**config.mk**
```make
export PLATFORM = sky130hd
export DESIGN_NAME = rr_onehot_arbiter
export DESIGN_NICKNAME = d
export VERILOG_FILES = /design/src/rtl/rr_onehot_arbiter.sv
export SDC_FILE = /design/constraint.sdc
export NUM_CORES = 1
export LEC_CHECK = 0
export ABC_AREA = 1
export BUFFER_PORTS_ARGS = -buffer_cell sky130_fd_sc_hd__buf_2
export CAP_MARGIN = 0
export CORE_MARGIN = 1.5
export CORE_UTILIZATION = 45
export DETAILED_ROUTE_END_ITERATION = 10
export PLACE_DENSITY = 0.65
export SETUP_SLACK_MARGIN = 0.05
export SYNTH_ARGS = -nofsm -noshare
export SYNTH_HDL_FRONTEND = slang
export SYNTH_SLANG_ARGS = --single-unit
```
**constraint.sdc**
```tcl
create_clock -name clk -period 2.3 [get_ports clk]
set_input_delay 0.115 -clock clk [delete_from_list [all_inputs] [get_ports clk]]
set_output_delay 0.115 -clock clk [all_outputs]
set_load 0.01 [all_outputs]
```
**src/rtl/rr_onehot_arbiter.sv**
```systemverilog
// Four-requester round-robin arbiter with a registered one-hot grant,
// completion-or-watchdog release, and a mandatory idle cycle between grants.
module rr_onehot_arbiter #(
   parameter int N       = 4,
   parameter int TIMEOUT = 15,
   parameter int CW      = 8
) (
   input  logic         clk,
   input  logic         rst,
   input  logic [N-1:0] req,
   input  logic         done,
   output logic [N-1:0] grant,
   output logic         grant_valid,
   output logic         timeout,
   output logic         busy
);

   typedef enum logic {
      IDLE,
      OWN
   } state_e;

   state_e         state_q;
   logic [N-1:0]   grant_q;
   logic           timeout_q;
   logic [CW-1:0]  count_q;
   logic [1:0]     last_q;

   logic [1:0]     sel_d;
   logic           found_d;
   logic [1:0]     cand;

   // Scan upward from the slot after the last owner, so the previous owner is
   // considered last.
   always_comb begin
      sel_d   = 2'd0;
      found_d = 1'b0;
      cand    = 2'd0;
      for (int k = 1; k <= N; k++) begin
         cand = last_q + 2'(k);
         if (!found_d && req[cand]) begin
            sel_d   = cand;
            found_d = 1'b1;
         end
      end
   end

   always_ff @(posedge clk or posedge rst) begin
      if (rst) begin
         state_q   <= IDLE;
         grant_q   <= '0;
         timeout_q <= 1'b0;
         count_q   <= '0;
         last_q    <= 2'd3;
      end else begin
         timeout_q <= 1'b0;
         case (state_q)
            IDLE: begin
               if (found_d) begin
                  grant_q <= N'(1) << sel_d;
                  last_q  <= sel_d;
                  count_q <= '0;
                  state_q <= OWN;
               end
            end
            OWN: begin
               count_q <= count_q + CW'(1);
               // done takes precedence over an expiring watchdog in the same cycle
               if (done) begin
                  grant_q <= '0;
                  state_q <= IDLE;
               end else if (count_q == CW'(TIMEOUT - 1)) begin
                  grant_q   <= '0;
                  timeout_q <= 1'b1;
                  state_q   <= IDLE;
               end
            end
            default: begin
               grant_q <= '0;
               state_q <= IDLE;
            end
         endcase
      end
   end

   assign grant       = grant_q;
   assign grant_valid = |grant_q;
   assign timeout     = timeout_q;
   assign busy        = (state_q == OWN);

   a_grant_onehot0 : assert property (@(posedge clk) disable iff (rst) $onehot0(grant));
   a_valid_match   : assert property (@(posedge clk) disable iff (rst) grant_valid == |grant);
   a_busy_match    : assert property (@(posedge clk) disable iff (rst) busy == (state_q == OWN));

endmodule

```
==> run summary <==
CTS Buf Count - 3
Unrepaired setup endpoints after global routing - no
Simple-gate area share of the yosys netlist - 43.33%
Post-CTS resize count - 0
Seq pwr share - 30.7%
Worst Skew - 3.626 ps
Largest cells by area after synthesis - dfrtp_1 36%, nand2_1 20%, nand2_2 7.0%
Setup Crit Path Kind - flip-flop to flip-flop
Worst path cell trace - inv_4 -> nand2_1 -> nand2_2 -> nand2_1 -> nand2_2 -> o21ai_0 -> nand2_1 -> nand2_1 -> inv_1 -> nand2_1 -> nand2_1
F_max - 596.9 MHz
Die Height - 49.78 um
Total design power - 1.520 mW
Commonest non-fill, non-tap cells in the layout - 52 x nand2_1, 14 x dfrtp_1, 13 x buf_2
Hpwl dp - 1452 um
Final std cells w/o fill - 180
Worst setup SP type - flip-flop
Required time worst endpoint - 2490 ps
Design area - 1129 um2
Logic gate share of total power - 57.3%
H-tree depth - 1
CTS tree - done
Vias in the first global route - 781
Pin count of the biggest net entering global routing - 17
Clock root cell - clkbuf_4
Post-route ant nets - 0
Inst Count DP - 174
Final Critical Period - 1675 ps
Int Pwr - 0.7650 mW
Starting Density - 49.19%
Worst skew pair latency - 280 ps
Pre-CTS WS - 652.0 ps
Relative slew margins - 59.81%
Synth Area in XOR/XNOR - 0.8895%
Setup Viol. Count Final - 0
Switching Share - 49.67%
Synth Instances - 135
Worst IR Drop VDD - 0.0007969 V
Mapped cell area - 984.7 um2
Buf/Inv on CP - 2
Hold WS - 430.0 ps
Global-route wire length before repair - 3270 um
Max Root-Sink Buffers - 2
Overflow after GRT - 0
DRC Markers - 0
Total track usage - 17.24%
N_diodes - 0
Commonest non-fill, non-tap cell in the layout - nand2_1
Syn nets - 144
# rows - 16
I/O Pins - 14
Area of the core - 2002 um2
Yosys cell types - 24
Worst EP arrival - 1860 ps
Slew at the pin with the worst max-slew slack - 602.1 ps
Final critical-path setup slack - 624.6 ps
NetSw - 0.7548 mW
Synth Area in Compound Gates - 5.337%
Register area share after synthesis - 40.91%
Slowest cell on crit path - dfstp_2
CP Capture Type - flip-flop
Status - completed
#FFs+latches synth - 16
Fin nets - 163
Die Area - 2478 um2
DRT iter0 DRCs - 17
Input/output buffers - 13
CP delay by family, top - flip-flops
Fin. Hold Viols - 0
# fillers - 193
Clk sink count - 16
Crit Path Max Fanout - 10
Synth top area share - 35.58%
Mux cell area share after synthesis - 0%
DP Area - 1072 um2
HP Class - input pin to asynchronous set/reset pin
Vias per cell - 5.000
Post-synthesis average cell area - 7.294 um2
Part of the cycle the worst path needs - 72.84%
Main combinational cell family by area after synthesis - simple AND/OR/NAND/NOR gates
Vias after detailed routing - 900
Final WL - 1895 um
Clock share of power - 12.0%
Share of layout cells above drive strength 1 - 25.49%
Reg clk slew, reported paths - 90 ps
Area grow syn2layout - 14.61%
Setup TNS - 0 ps
Max stage delay on crit path - 650 ps
Synth area leader - dfrtp_1
First drt pass iteration count - 4
DR WL/cell - 10.53 um
Synth Warn # - 0
Fin util - 56.38%
Fin. max-slew vios - 0
Initial antenna violation count - 0
Chip width - 49.78 um
Gpl congestion - 0.9320
Power density over the cells - 1347 nW/um2
Most used cell, CP - nand2_1
Static Leak - 0.6047 nW
Synth Area in Adders - 2.541%
Max-Cap Viols - 0
-- layer usage --
layer / share of wire, % / GRT usage (%) / routed length, um / vias up
met5: 0 / 0 / 0 / -
met4: 0 / 1.389 / 0 / 0
met3: 8.3 / 5.455 / 158 / 0
met2: 43 / 26.67 / 813 / 34
met1: 49 / 24.66 / 924 / 402
li1: - / - / - / 464
-- worst register-to-register path: stages, from the launching register on --
cell and delay, ps:
dfstp_2 650, inv_4 80, nand2_1 80, nand2_2 60, nand2_1 100, nand2_2 80
o21ai_0 150, nand2_1 70, nand2_1 120, inv_1 70, nand2_1 70, nand2_1 40
-- synth_stat cells, drive strengths merged --
cell type	count
a21boi	1
a21oi	1
buf	1
dfrtp	14
dfstp	2
ha	2
inv	14
nand2	64
nand3	10
nand4	2
nor2	11
nor3	3
nor3b	1
o21ai	6
o22ai	1
or4	1
xor2	1
-- final timing paths --
kind / depth (start not counted) / end / startpoint / slack (ps)
max in group asynchronous: 3 / count_q[1] / rst / 1480
hold / removal: 3 / count_q[5] / rst / 430
hold reg to reg: 1 / count_q[7] / count_q[7] / 500
min in group clk: 8 / last_q[1] / req[1] / 440
setup / recovery: 11 / grant[3] / last_q[0] / 620
setup reg to reg: 11 / grant[3] / last_q[0] / 620
-- registers in the layout, indices dropped and copies added (netlist names) --
name / cells
count_q: 8
grant: 4
busy: 1
last_q: 2
timeout: 1
-- cell type report --
| type | instances | area (um2) | area share [%] |
|---|---|---|---|
| inverters | 14 | 57.56 | 5.100 |
| well taps | 27 | 33.78 | 2.993 |
| flip-flops and latches | 16 | 402.9 | 35.70 |
| repair buffers | 15 | 85.08 | 7.539 |
| clock buffers | 4 | 36.28 | 3.215 |
| multi-input cells | 104 | 513.0 | 45.45 |
-- power groups by stage --
stage	Combinational (mW)	Clock (mW)	Sequential, mW
floorplan	0.720	0	0.445
global placement	0.861	0	0.467
detailed placement	0.868	0	0.470
CTS	0.873	0.191	0.465
global route	0.999	0.201	0.480
finish	0.870	0.183	0.466
-- logic make-up after synthesis --
family,after synthesis
compound gates,9
flops,16
xor+xnor,1
buf+inv,15
simple gates,92
fa+ha+maj,2
-- what timing repair did --
action	CTS	global route
hold buffers	2	0
hold endpoints to repair	15	0
setup buffers	0	0
Note: power is estimated with default switching activity, not from simulation.
